## src/rtl/morse_key_capture.sv

```systemverilog
// Push-button capture for a Morse player: synchronize and debounce key_ni, latch the
// letter on each press and hand exactly one start pulse to the player once it is idle.
module morse_key_capture #(
    parameter int DEBOUNCE_CYCLES = 1000000
) (
    input  logic       CLOCK50_i,
    input  logic       rst_ni,
    input  logic       key_ni,
    input  logic [2:0] SW_i,
    input  logic       busy_i,
    output logic       start_o,
    output logic [2:0] letter_o,
    output logic       pending_o
);

    localparam int CW = $clog2(DEBOUNCE_CYCLES + 1);
    localparam logic [CW-1:0] CNT_LAST = CW'(DEBOUNCE_CYCLES - 1);

    typedef enum logic [1:0] {
        IDLE    = 2'd0,
        PENDING = 2'd1,
        FIRE    = 2'd2
    } state_e;

    logic [1:0]    sync_q;
    logic          key_db_q, key_db_d;
    logic [CW-1:0] cnt_q, cnt_d;
    logic          k_s;
    logic          press;
    logic [2:0]    letter_q;
    state_e        state_q, state_d;
    logic          start_q, start_d;
    logic          pending_q, pending_d;

    assign k_s = sync_q[1];

    always_ff @(posedge CLOCK50_i) begin
        if (!rst_ni) begin
            sync_q   <= 2'b11;
            key_db_q <= 1'b1;
            cnt_q    <= '0;
        end else begin
            sync_q   <= {sync_q[0], key_ni};
            key_db_q <= key_db_d;
            cnt_q    <= cnt_d;
        end
    end

    // The edge that completes DEBOUNCE_CYCLES differing samples flips the level itself,
    // so the counter tops out at DEBOUNCE_CYCLES-1 and cannot wrap.
    always_comb begin
        cnt_d    = cnt_q;
        key_db_d = key_db_q;
        if (k_s == key_db_q) begin
            cnt_d = '0;
        end else if (cnt_q >= CNT_LAST) begin
            key_db_d = k_s;
            cnt_d    = '0;
        end else begin
            cnt_d = cnt_q + 1'b1;
        end
    end

    assign press = key_db_q & ~key_db_d;

    always_ff @(posedge CLOCK50_i) begin
        if (!rst_ni) begin
            letter_q <= 3'b000;
        end else if (press) begin
            letter_q <= SW_i;
        end
    end

    always_ff @(posedge CLOCK50_i) begin
        if (!rst_ni) begin
            state_q   <= IDLE;
            start_q   <= 1'b0;
            pending_q <= 1'b0;
        end else begin
            state_q   <= state_d;
            start_q   <= start_d;
            pending_q <= pending_d;
        end
    end

    always_comb begin
        state_d = state_q;
        case (state_q)
            IDLE:    if (press) state_d = busy_i ? PENDING : FIRE;
            PENDING: if (!busy_i) state_d = FIRE;
            FIRE:    state_d = IDLE;
            default: state_d = IDLE;
        endcase
    end

    // Outputs are decoded from the next state so they sit in flops alongside state_q.
    always_comb begin
        start_d   = (state_d == FIRE);
        pending_d = (state_d == PENDING);
    end

    assign start_o   = start_q;
    assign pending_o = pending_q;
    assign letter_o  = letter_q;

endmodule

```

## config.mk

```make
export PLATFORM = sky130hd
export DESIGN_NAME = morse_key_capture
export DESIGN_NICKNAME = d
export VERILOG_FILES = /design/src/rtl/morse_key_capture.sv
export SDC_FILE = /design/constraint.sdc
export NUM_CORES = 1
export LEC_CHECK = 0
export CAP_MARGIN = 15
export CORE_MARGIN = 3
export CORE_UTILIZATION = 49
export DETAILED_ROUTE_END_ITERATION = 8
export GPL_ROUTABILITY_DRIVEN = 0
export MAX_ROUTING_LAYER = met4
export PLACE_DENSITY = 0.75
export SLEW_MARGIN = 20
export SYNTH_ARGS = -nofsm -noshare
export SYNTH_HDL_FRONTEND = slang
export SYNTH_SLANG_ARGS = --single-unit
```

## constraint.sdc

```tcl
create_clock -name CLOCK50_i -period 1.4 [get_ports CLOCK50_i]
set_input_delay 0.35 -clock CLOCK50_i [delete_from_list [all_inputs] [get_ports CLOCK50_i]]
set_output_delay 0.35 -clock CLOCK50_i [all_outputs]
set_load 0.005 [all_outputs]
```

==> reports/results.ini, run 1 <==
[synth]
synth.yosys.seq_area_share_pct=47.0
netlist_top_cells_area=sky130_fd_sc_hd__dfxtp_1 (47%), sky130_fd_sc_hd__xor2_1 (8.2%), sky130_fd_sc_hd__nor2_1 (7.6%)
number_of_flops_mapped_to_enable_cells_by_yosys=0
post_synth.cell_area_avg_sq_um=9.12
yosysWarningCount=0
syn_nets=148
syn-instance-count=140
synthDominantCellAreaShare_pct=47.0
synth_seq_cells=30
syn-cell-area_sq_um=1280
synth-main-ff-cell=sky130_fd_sc_hd__dfxtp_1
async_flop_share_pct=0
synth_top_cells_by_count=sky130_fd_sc_hd__dfxtp_1 (30), sky130_fd_sc_hd__nor2_1 (26), sky130_fd_sc_hd__nand2_1 (14)
synthDistinctLibCells=31
yosysTopAreaCell=sky130_fd_sc_hd__dfxtp_1
synth.most_common_cell=sky130_fd_sc_hd__dfxtp_1

[worst_setup_path]
wp_data_required_ns=1.63
critical_path.startpoint_type=flip-flop
critical-path-max-stage-delay_ns=0.36
critical_path.endpoint_type=flip-flop
critical_path.n_buffers_inverters=1
largest_fanout_of_any_net_on_the_critical_path=13
critical_path.cell_chain=ha_4 > nand4_1 > o21ai_1 > a21oi_2 > o211ai_1 > buf_4 > nor2_1
path_class=flip-flop to flip-flop
critical_path.slowest_cell=sky130_fd_sc_hd__dfxtp_2
critical_path.top_delay_family=compound AO/OA/AOI/OAI gates
worst_ep_arrival_time_ns=1.75

[placement]
dpl-instance-area_sq_um=1590
port_buffers=11
hpwl_um=1910

[sta]
postLayoutSetupSlackWorst_ns=-0.122
finalCritPeriodShare_pct=109
timing.max_slew.rel_slack_pct=78.0
final.setup.tns_ns=-1.96
hold_viol=0
fmax_mhz=657
max_slew.worst_pin.slew_ns=0.331
slew_violations=0
unrepaired_setup_endpoints_after_global_routing=true
finalCriticalPeriod_ns=1.52
worst_case_clock_skew_ns=0.0135
finalSetupViolCount=22

[min_path]
timing.hold.worst.class=flip-flop to flip-flop

[power]
irDropWorstVdd_mv=0.761
p_per_area_nw_per_um2=823
static-leakage-power_nw=0.679

[clock_network]
ctsHoldBuffers=0
cts-buffers-inserted=5
clockBufferDepth=2
h-tree-depth=2
insertion_delay_ns=0.34
clock_tree_from_tritoncts=done
clk_transition_reported_paths_ns=0.10
cts.sink_count=30
clockRootBuffer=sky130_fd_sc_hd__clkbuf_4

[floorplanning]
initial_core_util_pct=54.6
core_rows=17
die_area_sq_um=3260
dieHeight_um=57.1
io_pins=12
die-width_um=57.1
design.core.area_sq_um=2340

[route]
drt_first_iter_violations=35
remaining_drc_errors=0
initial_drt_pass_iterations=4
wl_per_cell_um=13.2
antenna_left=0
route.detailed.vias_per_inst=5.33
routed_wl_um=2740
vias=1109

[grt]
global_route.usage.total_pct=19.1
overflow=0
global_route_wire_length_before_repair_um=4530
antenna_found_initial=0
grt_start_max_net_pins=14
first_global_vias=1061

[run_status]
run_status=complete, but fails checks
violated_checks=negative setup slack

[layout]
fin_area_sq_um=1750
finish.utilization_pct=74.9
antenna_cells_inserted=0
drive_gt1_share_pct=35.6
layout-area-overhead-vs-synth_pct=37.2
design.final.nets=187

[run]
drv.max_cap_violation_count=0

==> cells in the final DEF, fill, tap and decap left out, types with 3 or more instances in the layout <==
| cell | instances |
|---|---|
| sky130_fd_sc_hd__nand4_1 | 5 |
| sky130_fd_sc_hd__nand3_1 | 7 |
| sky130_fd_sc_hd__nand2_1 | 13 |
| sky130_fd_sc_hd__inv_1 | 5 |
| sky130_fd_sc_hd__clkdlybuf4s50_1 | 6 |
| sky130_fd_sc_hd__xnor2_1 | 6 |
| sky130_fd_sc_hd__buf_4 | 25 |
| sky130_fd_sc_hd__xor2_1 | 12 |
| sky130_fd_sc_hd__dfxtp_1 | 23 |
| sky130_fd_sc_hd__dfxtp_2 | 7 |
| sky130_fd_sc_hd__nor2_1 | 19 |
| sky130_fd_sc_hd__a21oi_2 | 4 |
| sky130_fd_sc_hd__mux2i_1 | 3 |
| sky130_fd_sc_hd__nor2_2 | 6 |
| sky130_fd_sc_hd__nor3_4 | 3 |
| sky130_fd_sc_hd__dlygate4sd2_1 | 5 |
| sky130_fd_sc_hd__clkbuf_4 | 5 |
==> cell type report <==
| type | count | area, sq um |
|---|---|---|
| Clock inverter | 1 | 5.00 |
| Multi-Input combinational cell | 101 | 738 |
| Fill cell | 180 | 587 |
| Inverter | 5 | 18.8 |
| Clock buffer | 7 | 55.1 |
| Tap cell | 28 | 35.0 |
| Timing Repair Buffer | 36 | 292 |
| Sequential cell | 30 | 609 |
==> timing repair <==
| action | 4_1_cts | 5_1_grt |
|---|---|---|
| setup endpoints to repair | 32 | 28 |
| buffers inserted | 2 | 1 |
| endpoints found under the hold margin | 0 | 0 |
| resized for setup | 15 | 18 |
| pin swaps | 11 | 8 |
==> flip-flops by register name (all words and copies together), names as in the netlist <==
register	flops
start_o	1
sync_q	2
letter_o	3
cnt_q	20
key_db_q	1
pending_o	1
state_q	2
==> worst paths after layout <==
check	startpoint	endpoint	slack [ns]	cells after the start
max	cnt_q[1]	cnt_q[18]	-0.12	7
min	sync_q[0]	sync_q[1]	0.43	1
max reg2reg	cnt_q[1]	cnt_q[18]	-0.12	7
min reg2reg	sync_q[0]	sync_q[1]	0.43	1
==> metrics by stage <==
stage	power, mW	std cells	hold WS [ns]	worst slack (ns)
CTS	1.45	208	0.423	-0.0799
global placement	0.920	199	0.406	-0.0211
detailed placement	0.921	199	0.393	-0.0848
finish	1.44	208	0.427	-0.122
global route	1.50	208	0.442	-0.259
floorplan	0.898	140	0.386	0.0107
==> layer usage <==
layer | track usage, % | vias up | wire length (um)
met4 | 7.95 | 0 | 42
li1 | - | 547 | -
met2 | 32.5 | 28 | 1440
met1 | 19.4 | 529 | 1100
met3 | 7.69 | 5 | 160
met5 | - | - | 0
==> power breakdown <==
group	total [mW]	internal [mW]	switching, mW
Sequential	0.858	0.856	0.00201
Combinational	0.0466	0.0246	0.0220
Clock	0.538	0.243	0.295
Total	1.44	1.12	0.319
==> logic make-up (layout without fill, tap and decap cells) <==
group,count (synthesis),in the layout,share of synthesized area [%]
buf+inv,9,49,3.43
compound gates,13,13,7.64
fa+ha+maj,1,1,0.979
simple gates,66,66,26.2
flops,30,30,47.0
xor+xnor,18,18,12.3
mux,3,3,2.35
Power figures use the tool's default switching activity.
==> run 2, diff against run 1 <==
Settings changed: CELL_PAD_IN_SITES_DETAIL_PLACEMENT set to 0, CELL_PAD_IN_SITES_GLOBAL_PLACEMENT set to 1, CORE_UTILIZATION 49 to 38, CTS_CLUSTER_SIZE set to 16.
==> reports/results.ini, run 2 (same netlist as run 1, synthesis figures left out) <==
[route]
routed-wl-met3_um=98  ; -39%
vias=1071  ; -3.4%
routed_wl_um=2510  ; -8.3%
drt_first_iter_violations=36  ; +2.9%
initial_drt_pass_iterations=4  ; unchanged
topRoutingLayerUsed=met4
antenna_left=0  ; unchanged
wl_per_cell_um=11.3  ; -14%
detail_route.wirelength.met1_um=1120  ; +2.6%
remaining_drc_errors=0  ; unchanged
detailroute.wirelength.met2_um=1250  ; -13%
route.detailed.vias_per_inst=4.80  ; -9.9%

[floorplanning]
core_rows=20  ; +3
dieHeight_um=64.0  ; +12%
die_area_sq_um=4090  ; +26%
die-width_um=64.0  ; +12%
design.core.area_sq_um=3130  ; +34%
initial_core_util_pct=40.8  ; -14 points
io_pins=12  ; unchanged

[sta]
hold_viol=0  ; unchanged
finalCriticalPeriod_ns=1.50  ; -0.0261 ns
hold_ws_ns=0.419  ; -0.00788 ns
max_slew.worst_pin.slew_ns=0.339  ; +0.00793 ns
unrepaired_setup_endpoints_after_global_routing=true
slew_violations=0  ; unchanged
finalSetupViolCount=27  ; +23%
fmax_mhz=669  ; +1.7%
timing.max_slew.rel_slack_pct=77.3  ; -0.70 points
postLayoutSetupSlackWorst_ns=-0.0958  ; +0.0261 ns
finalCritPeriodShare_pct=107  ; -1.9 points
worst_case_clock_skew_ns=0.00824  ; -0.00522 ns

[layout]
final_common_cell=sky130_fd_sc_hd__nor2_1
antenna_cells_inserted=0  ; unchanged
final_cell_mix=sky130_fd_sc_hd__nor2_1 (25), sky130_fd_sc_hd__dfxtp_1 (23), sky130_fd_sc_hd__buf_4 (23), sky130_fd_sc_hd__nand2_1 (14), sky130_fd_sc_hd__xor2_1 (12)
layout-area-overhead-vs-synth_pct=33.1
drive_gt1_share_pct=29.1  ; -6.5 points
largest_register_ff_count=20  ; unchanged
filler_cell_count=286  ; +59%
design.final.nets=186  ; -0.53%
finish.utilization_pct=54.4  ; -21 points
final_cell_count_no_fill=223  ; +7.2%
largest-register=cnt_q

[grt]
antenna_found_initial=0  ; unchanged
global_route_wire_length_before_repair_um=4400  ; -2.9%
first_global_vias=1048  ; -1.2%
global_route.usage.total_pct=14.2  ; -5.0 points
overflow=0  ; unchanged
grt_start_max_net_pins=21  ; +7

[power]
p_per_area_nw_per_um2=844  ; +2.5%
irDropWorstVdd_mv=0.496  ; -35%
static-leakage-power_nw=0.656  ; -3.5%

[min_path]
timing.hold.worst.class=flip-flop to flip-flop

[placement]
hpwl_um=1810  ; -5.3%
port_buffers=11  ; unchanged
placedCellCount=215  ; +8.0%
detailedPlace.worstSlack_ns=-0.0849  ; -0.0000364 ns

[run_status]
run_status=complete, but fails checks
violated_checks=negative setup slack

[clock_network]
clockRootBuffer=sky130_fd_sc_hd__clkbuf_4
clk_transition_reported_paths_ns=0.10  ; about the same
cts-buffers-inserted=5  ; unchanged
clockBufferDepth=2  ; unchanged
insertion_delay_ns=0.33  ; about the same
clock_tree_from_tritoncts=done
h-tree-depth=2  ; unchanged
ctsHoldBuffers=0  ; unchanged
cts.sink_count=30  ; unchanged

[worst_setup_path]
wp_data_required_ns=1.61  ; -0.02 ns
largest_fanout_of_any_net_on_the_critical_path=7  ; -6
critical_path.slowest_cell=sky130_fd_sc_hd__or3_4
critical_path.startpoint_type=flip-flop
critical_path.endpoint_type=flip-flop
path_class=flip-flop to flip-flop
critical_path.cell_chain=or3_4 > nor4_4 > a31oi_4 > mux2i_1
worst_ep_arrival_time_ns=1.70  ; -0.05 ns
critical-path-max-stage-delay_ns=0.39  ; +0.03 ns

[run]
drv.max_cap_violation_count=0  ; unchanged

[run 2: cell types whose count changed in the layout (fill, tap and decap cells not counted), moves of 2 or more]
cell                     before  now
sky130_fd_sc_hd__buf_4       25   23
sky130_fd_sc_hd__nor2_1      19   25
sky130_fd_sc_hd__nor2_2       6    1
sky130_fd_sc_hd__nor3_2       1    3
sky130_fd_sc_hd__nor3_4       3    0
[run 2: what timing repair did]
action,CTS,global route
resized for setup,14,3
hold endpoints to repair,0,0
setup buffers,0,0
pin swaps,3,7
endpoints found under the setup margin,32,27
[run 2: critical path, delay by kind of cell, from the launching register on]
kind | cells | cell delay (ns)
compound gates | 1 | 0.21
flops | 1 | 0.35
mux | 1 | 0.16
simple gates | 2 | 0.66
[run 2: cell type report]
cell class | instances | area, sq um | share of cell area [%]
clock buffers | 7 | 55.1 | 3.24
multi-input cells | 101 | 669 | 39.4
well taps | 44 | 55.1 | 3.24
inverters | 5 | 18.8 | 1.10
repair buffers | 35 | 288 | 16.9
clock inverters | 1 | 5.00 | 0.294
flip-flops and latches | 30 | 609 | 35.8
[run 2: path summary, 6_finish.rpt]
kind              startpoint           to  slack (ns)  cells after the start
setup / recovery    cnt_q[7]  letter_o[2]        -0.1                      4
hold / removal     sync_q[0]    sync_q[1]        0.42                      1
setup reg to reg    cnt_q[7]  letter_o[2]        -0.1                      4
hold reg to reg    sync_q[0]    sync_q[1]        0.42                      1
[run 2: stage by stage]
stage	area, sq um	total power [mW]	TNS, ns
after floorplan	1300	0.898	0
after global placement	1610	0.919	-1.08
after detailed placement	1610	0.920	-1.85
after CTS	1690	1.47	-1.08
after global routing	1700	1.51	-3.43
final	1700	1.43	-1.67
[run 2: where the power goes]
group	switching, mW	total [mW]	internal (mW)
Clock	0.290	0.533	0.243
Sequential	0.00189	0.858	0.856
Combinational	0.0193	0.0434	0.0241
Total	0.311	1.43	1.12
[run 2: layer usage]
metal / up-vias / track usage (%)
li1: 547 / -
met1: 500 / 15.8
met2: 17 / 22.8
met3: 7 / 5.80
met4: 0 / 4.85
met5: - / -
==> run 3, diff against run 2 <==
Settings changed: SKIP_LAST_GASP set to 1.
==> reports/results.ini, run 3 (same netlist as run 1, synthesis figures left out) <==
[grt]
global_route_wire_length_before_repair_um=4400  ; unchanged
grt_start_max_net_pins=21  ; unchanged
global_route.usage.total_pct=14.2  ; unchanged
antenna_found_initial=0  ; unchanged
overflow=0  ; unchanged
first_global_vias=1048  ; unchanged

[floorplanning]
dieHeight_um=64.0  ; unchanged
die-width_um=64.0  ; unchanged
core_rows=20  ; unchanged
initial_core_util_pct=40.8  ; unchanged
io_pins=12  ; unchanged
die_area_sq_um=4090  ; unchanged
design.core.area_sq_um=3130  ; unchanged

[sta]
postLayoutSetupSlackWorst_ns=-0.0959  ; -0.0000493 ns
worst_case_clock_skew_ns=0.00814  ; -0.0000973 ns
timing.max_slew.rel_slack_pct=77.3  ; about the same
hold_viol=0  ; unchanged
slew_violations=0  ; unchanged
finalCritPeriodShare_pct=107  ; about the same
fmax_mhz=669  ; about the same
finalCriticalPeriod_ns=1.50  ; +0.0000493 ns
finalSetupViolCount=27  ; unchanged
final.setup.tns_ns=-1.69  ; -0.0178 ns
max_slew.worst_pin.slew_ns=0.339  ; +0.0000395 ns
unrepaired_setup_endpoints_after_global_routing=true

[worst_setup_path]
critical_path.endpoint_type=flip-flop
worstReg2RegStart=cnt_q[7]
r2r_cells=4  ; unchanged
worst_ep_arrival_time_ns=1.70  ; about the same
critical_path.startpoint_type=flip-flop
reg2reg_to=letter_o[2]
reg2reg_slack_ns=-0.1  ; about the same
wp_data_required_ns=1.61  ; about the same
largest_fanout_of_any_net_on_the_critical_path=7  ; unchanged
path_class=flip-flop to flip-flop

[placement]
port_buffers=11  ; unchanged
hpwl_um=1810  ; unchanged

[min_path]
hold_path_startpoint=sync_q[0]
holdPathEnd=sync_q[1]
timing.hold.worst.class=flip-flop to flip-flop
min_path_cells=1  ; unchanged

[layout]
antenna_cells_inserted=0  ; unchanged
largest-register=cnt_q
final-seq-area_sq_um=609  ; unchanged
design.final.nets=186  ; unchanged
multiInputGateArea_sq_um=666  ; -0.56%
largest_register_ff_count=20  ; unchanged
filler_cell_count=288  ; +0.70%
final_common_cell=sky130_fd_sc_hd__nor2_1
layout-area-overhead-vs-synth_pct=32.8
drive_gt1_share_pct=28.5  ; -0.56 points
final_cell_mix=sky130_fd_sc_hd__nor2_1 (25), sky130_fd_sc_hd__dfxtp_1 (23), sky130_fd_sc_hd__buf_4 (23), sky130_fd_sc_hd__nand2_1 (14), sky130_fd_sc_hd__xor2_1 (12)

[route]
routed_wl_um=2510  ; about the same
vias=1068  ; -0.28%
initial_drt_pass_iterations=4  ; unchanged
remaining_drc_errors=0  ; unchanged
wl_per_cell_um=11.2  ; about the same
drt_first_iter_violations=36  ; unchanged
antenna_left=0  ; unchanged
route.detailed.vias_per_inst=4.79  ; -0.28%

[clock_network]
cts_setup_buffers=0  ; unchanged
cts-buffers-inserted=5  ; unchanged
ctsHoldBuffers=0  ; unchanged
insertion_delay_ns=0.33  ; about the same
clock_tree_from_tritoncts=done
clockRootBuffer=sky130_fd_sc_hd__clkbuf_4
h-tree-depth=2  ; unchanged
clockBufferDepth=2  ; unchanged
cts.sink_count=30  ; unchanged
clk_transition_reported_paths_ns=0.10  ; about the same

[run_status]
run_status=complete, but fails checks
violated_checks=negative setup slack

[run]
drv.max_cap_violation_count=0  ; unchanged

[power]
total_power_mw=1.43  ; about the same
power.combinational.fraction_pct=3.0  ; about the same
cell_internal_pwr_mw=1.12  ; unchanged
power.switching_mw=0.311  ; about the same
switching_share_pct=21.7  ; about the same
power.share.clock_pct=37.2  ; about the same
p_per_area_nw_per_um2=845  ; +0.21%
static-leakage-power_nw=0.655  ; about the same
irDropWorstVdd_mv=0.496  ; about the same
power.sequential.fraction_pct=59.8  ; about the same

==> run 3: routing by layer <==
layer / part of all wire (%) / routed length (um) / vias to the layer above / track usage (%)
li1: - / - / 549 / -
met1: 45 / 1130 / 493 / 15.8
met2: 50 / 1240 / 19 / 22.8
met3: 3.9 / 99 / 7 / 5.80
met4: 1.5 / 37 / 0 / 4.85
met5: 0 / 0 / - / -
==> run 3: area by class of cell <==
cell class / instances / share of cell area, %
clock buffers: 7 / 3.24
multi-input cells: 101 / 39.2
repair buffers: 35 / 17.0
clock inverters: 1 / 0.295
inverters: 5 / 1.11
flip-flops and latches: 30 / 35.9
well taps: 44 / 3.24
==> run 3: repair_timing <==
item	CTS	global route
gates cloned	0	0
gates resized for setup	14	2
pin swaps	3	7
setup endpoints to repair	32	27
==> run 3: how the worst max path moves through the flow <==
stage,start,end,slack (ns),depth (start not counted)
2_1_floorplan,cnt_q[0],cnt_q[19],0.01,7
3_3_place_gp,cnt_q[15],letter_o[2],-0.06,5
3_5_place_dp,cnt_q[1],cnt_q[8],-0.08,7
4_1_cts,cnt_q[1],cnt_q[12],-0.07,7
5_1_grt,cnt_q[1],cnt_q[17],-0.16,7
6_report,cnt_q[7],letter_o[2],-0.1,4
==> run 3: critical path, stage by stage, from the launching register on <==
cell	delay [ns]
sky130_fd_sc_hd__dfxtp_2	0.35
sky130_fd_sc_hd__or3_4	0.39
sky130_fd_sc_hd__nor4_4	0.27
sky130_fd_sc_hd__a31oi_4	0.21
sky130_fd_sc_hd__mux2i_1	0.16
==> run 3: stage by stage <==
stage                     cells  hold slack (ns)  setup slack [ns]  cell area [sq um]  util [%]
after global routing        223            0.443            -0.158               1700      54.2
after CTS                   223            0.424           -0.0659               1690      54.1
final                       223            0.419           -0.0959               1700      54.2
after global placement      215            0.400           -0.0648               1610      51.6
after detailed placement    215            0.402           -0.0849               1610      51.6
after floorplan             140            0.386            0.0107               1300         -
==> run 3: power groups by stage <==
stage | sequential [mW] | combinational [mW] | clock, mW
final | 0.858 | 0.0434 | 0.533
after global routing | 0.859 | 0.0475 | 0.601
after CTS | 0.858 | 0.0430 | 0.568
after detailed placement | 0.878 | 0.0420 | 0
after global placement | 0.878 | 0.0410 | 0
after floorplan | 0.878 | 0.0197 | 0
